File: src/rtl/common_m00_axis.sv
// AXI4-Stream master: sends one NUMBER_OF_OUTPUT_WORDS-word packet per accepted start.
// Define COMMON_M00_AXIS_SNAPSHOT_EN to capture data_to_send on the accepting start edge.
module common_m00_axis #(
   parameter int C_M_AXIS_TDATA_WIDTH   = 8,
   parameter int NUMBER_OF_OUTPUT_WORDS = 128
) (
   input  logic                                               M_AXIS_ACLK,
   input  logic                                               M_AXIS_ARESET,
   input  logic [C_M_AXIS_TDATA_WIDTH*NUMBER_OF_OUTPUT_WORDS-1:0] data_to_send,
   input  logic                                               start,
   output logic                                               busy,
   output logic                                               send_done,
   output logic                                               M_AXIS_TVALID,
   output logic [C_M_AXIS_TDATA_WIDTH-1:0]                    M_AXIS_TDATA,
   output logic [C_M_AXIS_TDATA_WIDTH/8-1:0]                  M_AXIS_TSTRB,
   output logic                                               M_AXIS_TLAST,
   input  logic                                               M_AXIS_TREADY
);

   localparam int W     = C_M_AXIS_TDATA_WIDTH;
   localparam int N     = NUMBER_OF_OUTPUT_WORDS;
   localparam int PTR_W = (N <= 2) ? 1 : $clog2(N);
   localparam logic [PTR_W-1:0] LAST_PTR = PTR_W'(N - 1);

   typedef enum logic [1:0] {
      IDLE,
      SEND,
      DONE
   } state_t;

   state_t           state, state_nxt;
   logic [PTR_W-1:0] ptr, ptr_nxt;
   logic [W*N-1:0]   src;
   logic [W-1:0]     word;

`ifdef COMMON_M00_AXIS_SNAPSHOT_EN
   logic [W*N-1:0] snap;

   always_ff @(posedge M_AXIS_ACLK) begin
      if (M_AXIS_ARESET) begin
         snap <= '0;
      end else if (state == IDLE && start) begin
         snap <= data_to_send;
      end
   end

   always_comb src = snap;
`else
   always_comb src = data_to_send;
`endif

   always_ff @(posedge M_AXIS_ACLK) begin
      if (M_AXIS_ARESET) begin
         state <= IDLE;
         ptr   <= '0;
      end else begin
         state <= state_nxt;
         ptr   <= ptr_nxt;
      end
   end

   // Pointer holds on the last word so it never wraps inside a packet.
   always_comb begin
      state_nxt = state;
      ptr_nxt   = ptr;
      case (state)
         IDLE: begin
            if (start) begin
               state_nxt = SEND;
               ptr_nxt   = '0;
            end
         end
         SEND: begin
            if (M_AXIS_TREADY) begin
               if (ptr == LAST_PTR) begin
                  state_nxt = DONE;
               end else begin
                  ptr_nxt = ptr + PTR_W'(1);
               end
            end
         end
         DONE:    state_nxt = IDLE;
         default: state_nxt = IDLE;
      endcase
   end

   always_comb begin
      word = '0;
      for (int unsigned i = 0; i < N; i++) begin
         if (ptr == PTR_W'(i)) begin
            word = src[i*W +: W];
         end
      end
   end

   // Outputs decode registered state only; TREADY affects nothing until the next edge.
   always_comb begin
      M_AXIS_TVALID = (state == SEND);
      M_AXIS_TLAST  = (state == SEND) && (ptr == LAST_PTR);
      M_AXIS_TDATA  = (state == SEND) ? word : '0;
      M_AXIS_TSTRB  = '1;
      busy          = (state != IDLE);
      send_done     = (state == DONE);
   end

endmodule

File: config.mk
export PLATFORM = sky130hd
export DESIGN_NAME = common_m00_axis
export DESIGN_NICKNAME = d
export VERILOG_FILES = /design/src/rtl/common_m00_axis.sv
export SDC_FILE = /design/constraint.sdc
export NUM_CORES = 1
export LEC_CHECK = 0
export CORE_AREA = 2 2 401 403
export DETAILED_ROUTE_END_ITERATION = 16
export DIE_AREA = 0 0 403 405
export MAX_ROUTING_LAYER = met4
export PLACE_DENSITY = 0.36
export SYNTH_ARGS = -nofsm -noshare
export SYNTH_HDL_FRONTEND = slang
export SYNTH_SLANG_ARGS = --single-unit
File: constraint.sdc
create_clock -name M_AXIS_ACLK -period 4.09 [get_ports M_AXIS_ACLK]
set_clock_uncertainty 0.05 [all_clocks]
set_input_delay 0.6135 -clock M_AXIS_ACLK [delete_from_list [all_inputs] [get_ports M_AXIS_ACLK]]
set_output_delay 0.6135 -clock M_AXIS_ACLK [all_outputs]
set_load 0.01 [all_outputs]
### Yosys cells after proc, flatten, opt, wreduce, memory -nomap -nowiden

Cells that the tools add are included.

| cells by class | value |
|---|---|
| $add $sub $neg | 1 |
| multiply operators | 0 |
| div/mod/pow operators | 0 |
| order comparisons | 0 |
| eq/ne operators | 133 |
| shift operators | 0 |
| multiplexer cells | 137 |
| bitwise operators | 0 |
| reductions and logical operators | 7 |

Operator list:

| cell | count |
|---|---|
| $mux W8 | 129 |
| $eq A7 B7 Y1 const B | 64 |
| $eq A7 B6 Y1 const B | 32 |
| $eq A7 B5 Y1 const B | 16 |
| $eq A7 B4 Y1 const B | 8 |
| $eq A7 B3 Y1 const B | 4 |
| $mux W7 | 3 |
| $eq A7 B2 Y1 const B | 2 |
| $pmux W7 S2 | 1 |
| $add A7 B1 Y7 const B | 1 |
| $eq A7 B1 Y1 const B | 1 |
| $logic_not A7 Y1 | 1 |
| $mux W2 | 3 |
| $ne A2 B1 Y1 const B | 2 |
| $ne A2 B2 Y1 const B | 2 |
| $pmux W2 S2 | 1 |
| $reduce_and A4 Y1 | 1 |
| $reduce_bool A2 Y1 | 2 |
| $reduce_and A3 Y1 | 1 |
| $eq A2 B1 Y1 const B | 1 |
| $eq A2 B2 Y1 const B | 1 |
| $logic_not A2 Y1 | 1 |
| $logic_and A1 B1 Y1 | 1 |

| storage, ports and cells | value |
|---|---|
| register bits | 9 |
| latch bits | 0 |
| bits in writable memories | 0 |
| bits in read-only memories | 0 |
| output and inout port bits | 13 |
| logic and storage cells | 280 |
| memories | 0 |

### Longest topological paths before layout

Gate-level depths: netlist of the first run.

| logic depth | value |
|---|---|
| word-level depth | 130 |
| mapped depth | 15 |

### Worst setup path after synthesis of the first run

No wires, ideal clock.

| timing | value |
|---|---|
| kind | reg2out |
| start point | register ptr[0] |
| end point | output M_AXIS_TDATA[4] |
| data arrival time | 2.946 ns |
| required time | 3.427 ns |
| setup slack | 0.480 ns |
| cell stages (with the launch flop) | 12 |
| path buffers | 1 |
| cells stage by stage | dfxtp_1 > ha_1 > buf_2 > and4bb_1 > nand2_2 > a2111o_1 > o211ai_2 > or4_1 > a41oi_1 > or4_1 > a2111oi_1 > a2bb2oi_1 |

| between the ends | value |
|---|---|
| longest elaborated chain between the ends | 130 |

Ends and longest elaborated chain:

| item | RTL line | text |
|---|---|---|
| start: declaration | 32 | `logic [PTR_W-1:0] ptr, ptr_nxt;` |
| start signal: assignment | 58 | `ptr <= ptr_nxt;` |
| $logic_not A7 Y1 | 90 | `if (ptr == PTR_W'(i)) begin` |
| $mux W8 (127 in a row) | 90 |  |
| $mux W8 * | 90 |  |
| $mux W8 * | 100 | `M_AXIS_TDATA = (state == SEND) ? word : '0;` |
| end: declaration | 14 | `output logic [C_M_AXIS_TDATA_WIDTH-1:0] M_AXIS_TDATA,` |

Every way passes the cells marked *; elsewhere a longest branch is shown, timed or not.

### Final worst setup path of the first run

| timing | value |
|---|---|
| start point | register ptr[0] |
| end point | output M_AXIS_TDATA[1] |

The elaborated chain is that of the path after synthesis.

==> out/metrics.yaml, run 1 <==
min_path:
  hold_path_class: "flop to flop"
  whs_path_depth: 3
placement:
  placed_cells: 6159
  gp_congestion: 0.989
  placedInstanceArea_um2: 33700
  hpwlAfterDp_mm: 215
  io_buffer_count: 1039
  dp_slack_ns: -1.60
worst_setup_path:
  worstPathMaxFanout: 8
  critPathLaunchType: "flop"
  crit_type: "flop to output pin"
  reg2regPathDepth: 10
  cp.arrival_ns: 4.04
  end_kind: "output pin"
  cp.required_ns: 3.43
floorplan:
  row_count: 147
  io_pins: 1041
  dieArea_um2: 163000
  die_w_um: 403
  coreArea_um2: 159000
  die_h_um: 405
  start_util_pct: 8.41
drt:
  drt_pass1_iterations: 5
  drt_wl_total_mm: 235
  drt-initial-drc-count: 2581
  wl_per_cell_um: 37.2
  via_per_inst: 4.62
  remaining_drc_errors: 0
  num_vias: 29200
  antenna_left: 0
pwr:
  comb_power_share_pct: 86.3
  p_int_uw: 1320
  power.share.clock_pct: 9.4
  power_frac_seq_pct: 4.3
  power_leakage_uw: 0.0146
  switchingPower_uw: 775
  peakVddDrop_mv: 0.0999
  switching_share_pct: 36.9
  power.density_nw_per_um2: 56.9
logic_synthesis:
  avgSynthCellArea_um2: 6.08
  syn_area_um2: 13400
  ys_types: 110
  synth_edf_count: 0
  ys_ff_latch: 9
  synthCells: 2201
  ys_seq_area_share_pct: 1.35
  synth-main-ff-cell: "dfxtp_1"
  synth_area_leader_cell: "nand2_1"
  syn-num-nets: 3233
  async_reset_ff_share_pct: 0
  synthTopCellsByArea: "nand2_1 8.9%, nor2_1 8.8%, a21oi_1 6.7%"
  synth.top_cell.area_share_pct: 8.89
  yosysWarningCount: 0
global_routing:
  grt_pass1_wl_mm: 297
  grt_max_degree: 27
  first_global_vias: 29700
  grt_overflow: 0
  track_usage_pct: 28.2
  antenna_found_initial: 168
timing:
  final-setup-viol-count: 8
  max_freq_mhz: 213
  period_minus_slack_ns: 4.70
  fin_crit_sh_pct: 115
  rsz0062_at_grt: "yes"
  setup_ws_ns: -0.612
  slew_headroom_pct: 33.1
  worst_pin_slew_ns: 0.996
  hold_viol_final: 0
  finalMaxSlewViolations: 0
cts:
  cts_tree: "done"
  cts_max_path_buffers: 2
  clk_pin_slew_worst_paths_ns: 0.06
  root_buffer: "clkbuf_16"
  cts_sinks: 9
  hold_buffers: 0
  numCtsBuffers: 3
  clock_latency_ns: 0.25
  htreeDepth: 1
finish:
  layout-drive-gt1-share_pct: 34.2
  stdcell_count: 6331
  fin_area_um2: 36900
  syn2layout_area_growth_pct: 176
  n_fill_cell: 17900
  final_nets: 5177
run_status:
  status: "finished, violations left"
  violations: "setup timing"
job:
  maxCapViolations: 0
-- cells by family (layout without fill, tap and decap cells) --
family / count (synthesis) / count (layout) / synth area share [%]
buffers and inverters: 156 / 2099 / 6.72
AOI/OAI and AO/OA: 940 / 940 / 50.0
DFF: 9 / 9 / 1.35
adders and majority gates: 4 / 4 / 0.374
other: 1 / 102 / 0.0280
xor gates and xnor gates: 3 / 3 / 0.196
muxes: 1 / 1 / 0.0748
and+or+nand+nor: 1087 / 1087 / 41.2
-- cells in the final DEF, fill, tap and decap left out, drive strengths merged, types with 86 or more instances in the layout --
master | netlist | final
diode | 0 | 101
o22ai | 86 | 86
clkdlybuf4s50 | 0 | 1031
nand3 | 104 | 104
nand2 | 328 | 328
nor3 | 104 | 104
a21oi | 180 | 180
buf | 95 | 1051
a221oi | 87 | 87
nor2 | 329 | 329
o21ai | 140 | 140
-- final cells by class --
cell class	count	area, µm²	share of cell area [%]
antenna	101	253	0.685
clock buffer	4	78.8	0.214
inverter	11	46.3	0.125
multi-input combinational	2036	14400	38.9
sequential	9	201	0.546
tap	2086	2610	7.07
timing repair buffer	2084	19400	52.4
-- layer usage --
| metal | global-route usage [%] | part of all wire [%] |
|---|---|---|
| met2 | 47.1 | 48 |
| met5 | - | 0 |
| met4 | 8.38 | 3.3 |
| met3 | 6.12 | 6.9 |
| met1 | 33.7 | 42 |
-- power groups by stage --
stage	combinational [µW]	clock (µW)	sequential [µW]
floorplan	134	0	93.5
finish	1810	197	90.1
detailed placement	1700	0	91.3
global placement	1720	0	91.3
global route	1850	208	90.4
CTS	1780	202	89.9
-- synth_stat cells, types with 7 or more instances --
master	instances
nor2_1	314
o22ai_1	86
a31oi_1	32
nor3_1	97
clkbuf_1	44
nor2b_1	12
or4_1	14
nand4bb_1	12
o221ai_1	55
o21ai_1	7
nand4_1	21
buf_4	9
and3_1	16
nor2_2	10
dfxtp_1	9
o211ai_1	43
o32ai_1	11
a2111oi_0	31
nor4bb_1	7
a221oi_1	85
nand2_2	10
a21oi_1	178
a221o_1	35
a22o_1	8
nor3_2	7
nand3_1	104
o21ai_0	133
a22oi_1	31
nor4_1	34
buf_2	58
a211oi_1	42
or3_1	24
buf_6	17
o2111ai_1	34
a211o_1	9
nand2b_1	8
nand2_1	317
a21o_1	10
o31ai_1	17
and4b_1	11
a32oi_1	11
inv_1	11
o21a_1	12
-- flip-flops by register name, summed over array words and instances (netlist names) --
register / count
state: 2
ptr: 7
-- path summary, 6_finish.rpt --
kind / start / endpoint / slack (ns)
setup reg to reg: ptr[2]$_SDFFE_PP0P_ / ptr[4]$_SDFFE_PP0P_ / 0.91
setup / recovery: ptr[0]$_SDFFE_PP0P_ / M_AXIS_TDATA[1] / -0.61
hold reg to reg: ptr[0]$_SDFFE_PP0P_ / ptr[5]$_SDFFE_PP0P_ / 0.61
hold / removal: ptr[0]$_SDFFE_PP0P_ / ptr[5]$_SDFFE_PP0P_ / 0.61
-- critical path, cell delays in order, from the launching register on --
cell       delay [ns]
dfxtp_4          0.41
inv_4            0.06
ha_4             0.18
buf_12           0.13
buf_8            0.13
and4bb_4         0.22
buf_8            0.15
nand2_4          0.06
buf_6            0.12
buf_12           0.10
o221ai_4         0.09
or4_4            0.54
a21oi_4          0.16
a211oi_4         0.10
o211ai_1         0.30
a31oi_2          0.20
buf_6            0.18
o211ai_1         0.36
clkbuf_16        0.25
-- timing repair --
action | in CTS | in global routing
setup buffers | 45 | 33
pin swaps | 69 | 88
endpoints found under the setup margin | 8 | 8
cloned | 0 | 1
gates resized for setup | 321 | 166
-- metrics by stage --
stage	hold WS [ns]	util, %	setup TNS, ns	total power (µW)
5_1_grt	0.637	23.2	-4.94	2150
2_1_floorplan	0.501	-	0	227
4_1_cts	0.608	22.3	-4.19	2070
3_5_place_dp	0.586	21.2	-10.50	1800
6_report	0.610	23.2	-4.33	2100
3_3_place_gp	0.586	21.2	-10.60	1810
No activity file was read; power rests on OpenSTA's default activity.
==> run 2: changes to the inputs <==
--- a/config.mk
+++ b/config.mk
@@ -5,9 +5,9 @@
 export SDC_FILE = /design/constraint.sdc
 export NUM_CORES = 1
 export LEC_CHECK = 0
-export CORE_AREA = 2 2 401 403
+export CORE_AREA = 2 2 407 409
 export DETAILED_ROUTE_END_ITERATION = 16
-export DIE_AREA = 0 0 403 405
+export DIE_AREA = 0 0 409 411
 export MAX_ROUTING_LAYER = met4
 export PLACE_DENSITY = 0.36
 export SYNTH_ARGS = -nofsm -noshare
==> constraint.sdc (replaced) <==
create_clock -name M_AXIS_ACLK -period 3.77 [get_ports M_AXIS_ACLK]
set_clock_uncertainty 0.05 [all_clocks]
set_input_delay 0.5655 -clock M_AXIS_ACLK [delete_from_list [all_inputs] [get_ports M_AXIS_ACLK]]
set_output_delay 0.5655 -clock M_AXIS_ACLK [all_outputs]
set_load 0.01 [all_outputs]
==> out/metrics.yaml, run 2 (synthesized netlist as in run 1, its figures left out) <==
global_routing:
  first_global_vias: 30400  # was 29700
  track_usage_pct: 27.9  # was 28.2%
  antenna_found_initial: 165  # was 168
  grt_max_degree: 23  # was 27
  grt_overflow: 0  # unchanged
  grt_pass1_wl_mm: 305  # was 297 mm
timing:
  final-setup-viol-count: 8  # unchanged
  max_freq_mhz: 215
  hold_viol_final: 0  # unchanged
  worst_pin_slew_ns: 0.828  # was 0.996 ns
  setup_ws_ns: -0.887  # was -0.612 ns
  period_minus_slack_ns: 4.66
  rsz0062_at_grt: "yes"  # unchanged
  finalMaxSlewViolations: 0  # unchanged
  fin_crit_sh_pct: 124
  finalSetupTns_ns: -5.67  # was -4.33 ns
  slew_headroom_pct: 44.3  # was 33.1%
worst_setup_path:
  reg2reg_from: "ptr[4]$_SDFFE_PP0P_"  # was ptr[2]$_SDFFE_PP0P_
  r2r-end: "ptr[4]$_SDFFE_PP0P_"  # unchanged
  end_kind: "output pin"  # unchanged
  cp.required_ns: 3.15  # was 3.43 ns
  cp.arrival_ns: 4.04  # about the same
  reg2regPathDepth: 14  # was 10
  worstPathMaxFanout: 7  # was 8
  critPathLaunchType: "flop"  # unchanged
  crit_start: "ptr[1]$_SDFFE_PP0P_"  # was ptr[0]$_SDFFE_PP0P_
  rrSetupSlack_ns: 0.90  # was 0.91 ns
  crit_type: "flop to output pin"  # unchanged
finish:
  stdcell_count: 6518  # was 6331
  top_register: "ptr"  # unchanged
  final_nets: 5241  # was 5177
  reg_top3: "ptr (7), state (2)"  # unchanged
  fin_area_um2: 37400  # was 36900 µm²
  syn2layout_area_growth_pct: 179  # was 176%
  mostFrequentLayoutCells: "1031 x clkdlybuf4s50_1, 1001 x buf_4, 298 x nand2_1"  # was 1031 x clkdlybuf4s50_1, 917 x buf_4, 291 x nand2_1
  largest_register_ffs: 7  # unchanged
  layout-drive-gt1-share_pct: 34.8  # was 34.2%
  final_common_cell: "clkdlybuf4s50_1"  # unchanged
drt:
  remaining_drc_errors: 0  # unchanged
  drt_pass1_iterations: 5  # unchanged
  drt-initial-drc-count: 2299  # was 2581
  via_per_inst: 4.52  # was 4.62
  antenna_left: 0  # unchanged
  num_vias: 29400  # was 29200
  wl_per_cell_um: 36.8  # was 37.2 µm
  drt_wl_total_mm: 240  # was 235 mm
cts:
  cts_sinks: 9  # unchanged
  cts_tree: "done"  # unchanged
  cts_max_path_buffers: 2  # unchanged
  htreeDepth: 1  # unchanged
  numCtsBuffers: 3  # unchanged
  clk_pin_slew_worst_paths_ns: 0.05  # was 0.06 ns
  hold_buffers: 0  # unchanged
  clock_latency_ns: 0.25  # about the same
  root_buffer: "clkbuf_16"  # unchanged
run_status:
  status: "finished, violations left"  # unchanged
  violations: "setup timing"  # unchanged
floorplan:
  die_w_um: 409  # was 403 µm
  start_util_pct: 8.17  # was 8.41%
  dieArea_um2: 168000  # was 163000 µm²
  die_h_um: 411  # was 405 µm
  coreArea_um2: 164000  # was 159000 µm²
  io_pins: 1041  # unchanged
  row_count: 149  # was 147
placement:
  hpwlAfterDp_mm: 218  # was 215 mm
  placedInstanceArea_um2: 34400  # was 33700 µm²
  placed_cells: 6341  # was 6159
  gp_congestion: 1.02  # was 0.989
  io_buffer_count: 1039  # unchanged
min_path:
  worstHoldEndpoint: "ptr[1]$_SDFFE_PP0P_"  # was ptr[5]$_SDFFE_PP0P_
  whs_path_depth: 2  # was 3
  hold_path_class: "flop to flop"  # unchanged
  min_from: "ptr[1]$_SDFFE_PP0P_"  # was ptr[0]$_SDFFE_PP0P_
job:
  maxCapViolations: 0  # unchanged
pwr:
  power.density_nw_per_um2: 62.5  # was 56.9 nW/µm²
  power_leakage_uw: 0.0148  # was 0.0146 µW
  peakVddDrop_mv: 0.115  # was 0.0999 mV
[run 2: cell types whose count changed in the layout (fill, tap and decap cells not counted), moves of 5 or more]
cell	previous run	this run
o2111ai_1	24	19
buf_6	57	41
nor2_1	287	295
nor2_2	26	21
nand2_2	29	22
diode_2	101	121
a221oi_1	63	69
buf_4	917	1001
o2111ai_2	5	11
buf_12	67	61
nand2_1	291	298
[run 2: worst max-delay path, stage by stage (launching register included)]
cell and delay [ns]:
dfxtp_4 0.36, buf_6 0.13, ha_4 0.19, buf_12 0.16, and4bb_2 0.26, buf_12 0.14, nand2_1 0.17, o22ai_1 0.13
or4_1 0.52, nor4_2 0.53, nand4_1 0.25, nor3_4 0.35, a211oi_4 0.16, buf_6 0.17, o22ai_2 0.11, buf_2 0.16
[run 2: power breakdown]
| group | leakage [µW] | switching (µW) | internal (µW) | total, µW |
|---|---|---|---|---|
| logic | 0.0146 | 802 | 1230 | 2030 |
| registers | 0.0000774 | 2.68 | 94.5 | 97.2 |
| clock network | 0.0000389 | 63.3 | 143 | 206 |
[run 2: per-layer routing]
layer  share of wire (%)  vias to the layer above  GRT usage (%)
li1                    -                    13100              -
met1                  41                    14700           32.7
met2                  48                     1318           46.4
met3                 6.8                      296           6.73
met4                 4.1                        0           9.64
met5                   0                        -              -
[run 2: how the worst max path moves through the flow]
stage | depth (start not counted) | end
6_report | 15 | M_AXIS_TDATA[5]
5_1_grt | 18 | M_AXIS_TDATA[5]
4_1_cts | 18 | M_AXIS_TDATA[1]
3_5_place_dp | 18 | M_AXIS_TDATA[5]
3_3_place_gp | 18 | M_AXIS_TDATA[5]
2_1_floorplan | 11 | M_AXIS_TDATA[4]
[run 2: what timing repair did]
item | in CTS | in global routing
cloned | 3 | 1
pin swaps | 75 | 57
endpoints found under the setup margin | 8 | 8
gates resized for setup | 350 | 109
setup buffers | 41 | 14
[run 2: area by class of cell]
class,count,area (µm²)
Tap cell,2189,2740
Fill cell,18400,126000
Sequential cell,9,200
Clock buffer,4,78.8
Antenna cell,121,303
Timing Repair Buffer,2148,19700
Inverter,11,43.8
Multi-Input combinational cell,2036,14300
[run 2: through the flow]
stage          hold slack [ns]  total power [µW]  setup slack, ns  utilization (%)
2_1_floorplan            0.501               247            0.208                -
3_3_place_gp             0.524              2020            -2.18             21.0
3_5_place_dp             0.514              2000            -2.26             21.0
4_1_cts                  0.514              2340           -0.867             22.3
5_1_grt                  0.541              2400           -0.877             22.8
6_report                 0.531              2340           -0.887             22.8
==> run 3: changes to the inputs <==
--- a/config.mk
+++ b/config.mk
@@ -5,6 +5,7 @@
 export SDC_FILE = /design/constraint.sdc
 export NUM_CORES = 1
 export LEC_CHECK = 0
+export CAP_MARGIN = 20
 export CORE_AREA = 2 2 407 409
 export DETAILED_ROUTE_END_ITERATION = 16
 export DIE_AREA = 0 0 409 411
==> out/metrics.yaml, run 3 (synthesized netlist as in run 1, its figures left out) <==
run_status:
  status: "finished, violations left"  # unchanged
  violations: "setup timing"  # unchanged
floorplan:
  die_h_um: 411  # unchanged
  coreArea_um2: 164000  # unchanged
  dieArea_um2: 168000  # unchanged
  row_count: 149  # unchanged
  die_w_um: 409  # unchanged
  io_pins: 1041  # unchanged
  start_util_pct: 8.17  # unchanged
worst_setup_path:
  cp.arrival_ns: 3.92  # was 4.04 ns
  r2r-end: "ptr[4]$_SDFFE_PP0P_"  # unchanged
  cpPeakStageDelay_ns: 0.49  # was 0.53 ns
  cp.required_ns: 3.15  # about the same
  slowest_stage: "or4b_4"  # was nor4_2
  crit_type: "flop to output pin"  # unchanged
  reg2regPathDepth: 14  # unchanged
  cpMostUsedCell: "buf_4"
  critPathLaunchType: "flop"  # unchanged
  worstPathMaxFanout: 6  # was 7
  rrSetupSlack_ns: 0.94  # was 0.90 ns
  end_kind: "output pin"  # unchanged
  reg2reg_from: "ptr[4]$_SDFFE_PP0P_"  # unchanged
  crit_chain: "buf_6 -> ha_4 -> buf_12 -> or4b_4 -> buf_8 -> nor2_4 -> nor2_1 -> buf_4 -> nand2_1 -> a21oi_2 -> a2111oi_2 -> buf_4 -> buf_4 -> o2111ai_1 -> nand3_1 -> o211ai_1 -> buf_4"  # was buf_6 -> ha_4 -> buf_12 -> and4bb_2 -> buf_12 -> nand2_1 -> o22ai_1 -> or4_1 -> nor4_2 -> nand4_1 -> nor3_4 -> a211oi_4 -> buf_6 -> o22ai_2 -> buf_2
finish:
  layout-drive-gt1-share_pct: 35.2  # was 34.8%
  final_nets: 5248  # was 5241
  top_register: "ptr"  # unchanged
  final-seq-area_um2: 200  # unchanged
  syn2layout_area_growth_pct: 181  # was 179%
  multi_input_area_um2: 14400  # was 14300 µm²
  largest_register_ffs: 7  # unchanged
  final_common_cell: "clkdlybuf4s50_1"  # unchanged
  mostFrequentLayoutCells: "1031 x clkdlybuf4s50_1, 1001 x buf_4, 300 x nand2_1"  # was 1031 x clkdlybuf4s50_1, 1001 x buf_4, 298 x nand2_1
  n_fill_cell: 18400  # about the same
  reg_top3: "ptr (7), state (2)"  # unchanged
  stdcell_count: 6523  # was 6518
global_routing:
  grt_pass1_wl_mm: 305  # about the same
  track_usage_pct: 28.0  # was 27.9%
  grt_max_degree: 23  # unchanged
  antenna_found_initial: 166  # was 165
  first_global_vias: 30300  # was 30400
  grt_overflow: 0  # unchanged
drt:
  drt-initial-drc-count: 2271  # was 2299
  via_per_inst: 4.51  # was 4.52
  antenna_left: 0  # unchanged
  drt_wl_total_mm: 240  # about the same
  num_vias: 29400  # about the same
  remaining_drc_errors: 0  # unchanged
  drt_pass1_iterations: 5  # unchanged
  wl_per_cell_um: 36.8  # about the same
timing:
  max_freq_mhz: 221  # was 215 MHz
  worst_pin_slew_ns: 0.844  # was 0.828 ns
  slew_headroom_pct: 43.3  # was 44.3%
  finalMaxSlewViolations: 0  # unchanged
  setup_ws_ns: -0.761  # was -0.887 ns
  final-setup-viol-count: 8  # unchanged
  period_minus_slack_ns: 4.53  # was 4.66 ns
  finalSetupTns_ns: -5.51  # was -5.67 ns
  fin_crit_sh_pct: 120  # was 124%
  hold_viol_final: 0  # unchanged
  rsz0062_at_grt: "yes"  # unchanged
cts:
  numCtsBuffers: 3  # unchanged
  clock_latency_ns: 0.25  # about the same
  cts_tree: "done"  # unchanged
  cts_max_path_buffers: 2  # unchanged
  htreeDepth: 1  # unchanged
  cts_sinks: 9  # unchanged
  root_buffer: "clkbuf_16"  # unchanged
  hold_buffers: 0  # unchanged
  clk_pin_slew_worst_paths_ns: 0.05  # about the same
pwr:
  p_int_uw: 1460  # was 1470 µW
  power_frac_seq_pct: 4.2  # about the same
  peakVddDrop_mv: 0.113  # was 0.115 mV
  power_leakage_uw: 0.0149  # was 0.0148 µW
  power.density_nw_per_um2: 62.2  # was 62.5 nW/µm²
  power.share.clock_pct: 8.9  # was 8.8%
  comb_power_share_pct: 86.9  # was 87.0%
  fin_total_pwr_uw: 2340  # about the same
  switchingPower_uw: 872  # was 868 µW
  switching_share_pct: 37.3  # was 37.1%
min_path:
  hold_path_class: "flop to flop"  # unchanged
  worstHoldEndpoint: "ptr[1]$_SDFFE_PP0P_"  # unchanged
  min_from: "ptr[1]$_SDFFE_PP0P_"  # unchanged
  whs_path_depth: 2  # unchanged
placement:
  hpwlAfterDp_mm: 218  # about the same
  placed_cells: 6342  # was 6341
  io_buffer_count: 1039  # unchanged
  gp_congestion: 1.02  # unchanged
  dp_slack_ns: -2.27  # was -2.26 ns
job:
  maxCapViolations: 0  # unchanged
-- run 3: cell types whose count changed in the layout (fill, tap and decap cells not counted), sizes merged --
cell | before | now
clkbuf | 6 | 5
diode | 121 | 119
buf | 1114 | 1122
-- run 3: layer usage --
layer	vias up	track usage [%]	share of wire (%)
met5	-	-	0
met4	0	11.9	5.0
li1	13100	-	-
met1	14600	32.6	41
met2	1342	45.4	47
met3	295	7.03	6.8
-- run 3: through the flow --
stage               instance area (µm²)  hold slack (ns)  utilization [%]
floorplan                         13400            0.501                -
global placement                  34400            0.524             21.0
detailed placement                34400            0.521             21.0
CTS                               36100            0.517             22.1
global route                      37600            0.561             22.9
finish                            37600            0.525             22.9
-- run 3: power by group through the flow --
| stage | registers [µW] | logic (µW) | clock network (µW) |
|---|---|---|---|
| finish | 97.4 | 2030 | 209 |
| global route | 97.7 | 2080 | 221 |
| CTS | 97.0 | 2010 | 215 |
| detailed placement | 98.9 | 1900 | 0 |
| global placement | 98.7 | 1920 | 0 |
| floorplan | 101 | 145 | 0 |
-- run 3: cell type report --
cell class	count	share of cell area, %
Antenna cell	119	0.792
Sequential cell	9	0.533
Multi-Input combinational cell	2036	38.4
Tap cell	2189	7.29
Inverter	11	0.117
Clock buffer	4	0.210
Timing Repair Buffer	2155	52.7
-- run 3: worst max-delay path by stage --
| stage | start | end | slack (ns) | cells past startpoint |
|---|---|---|---|---|
| floorplan | ptr[0]$_SDFFE_PP0P_ | M_AXIS_TDATA[4] | 0.21 | 11 |
| global placement | ptr[0]$_SDFFE_PP0P_ | M_AXIS_TDATA[5] | -2.18 | 18 |
| detailed placement | ptr[1]$_SDFFE_PP0P_ | M_AXIS_TDATA[5] | -2.27 | 17 |
| CTS | ptr[0]$_SDFFE_PP0P_ | M_AXIS_TDATA[5] | -0.82 | 17 |
| global route | ptr[0]$_SDFFE_PP0P_ | M_AXIS_TDATA[1] | -0.83 | 18 |
| finish | ptr[0]$_SDFFE_PP0P_ | M_AXIS_TDATA[1] | -0.76 | 17 |
-- run 3: what timing repair did --
item / in CTS / in global routing
gates resized for setup: 323 / 164
setup buffers: 22 / 42
setup endpoints to repair: 8 / 8
gates cloned: 3 / 1
pin swaps: 62 / 79
-- run 3: critical path, delay by kind of cell (launching register included) --
family                     cells  cell delay [ns]
adders and majority gates      1             0.19
AOI/OAI and AO/OA              4             0.82
and+or+nand+nor                5             1.12
buffers and inverters          7             1.11
DFF                            1             0.39
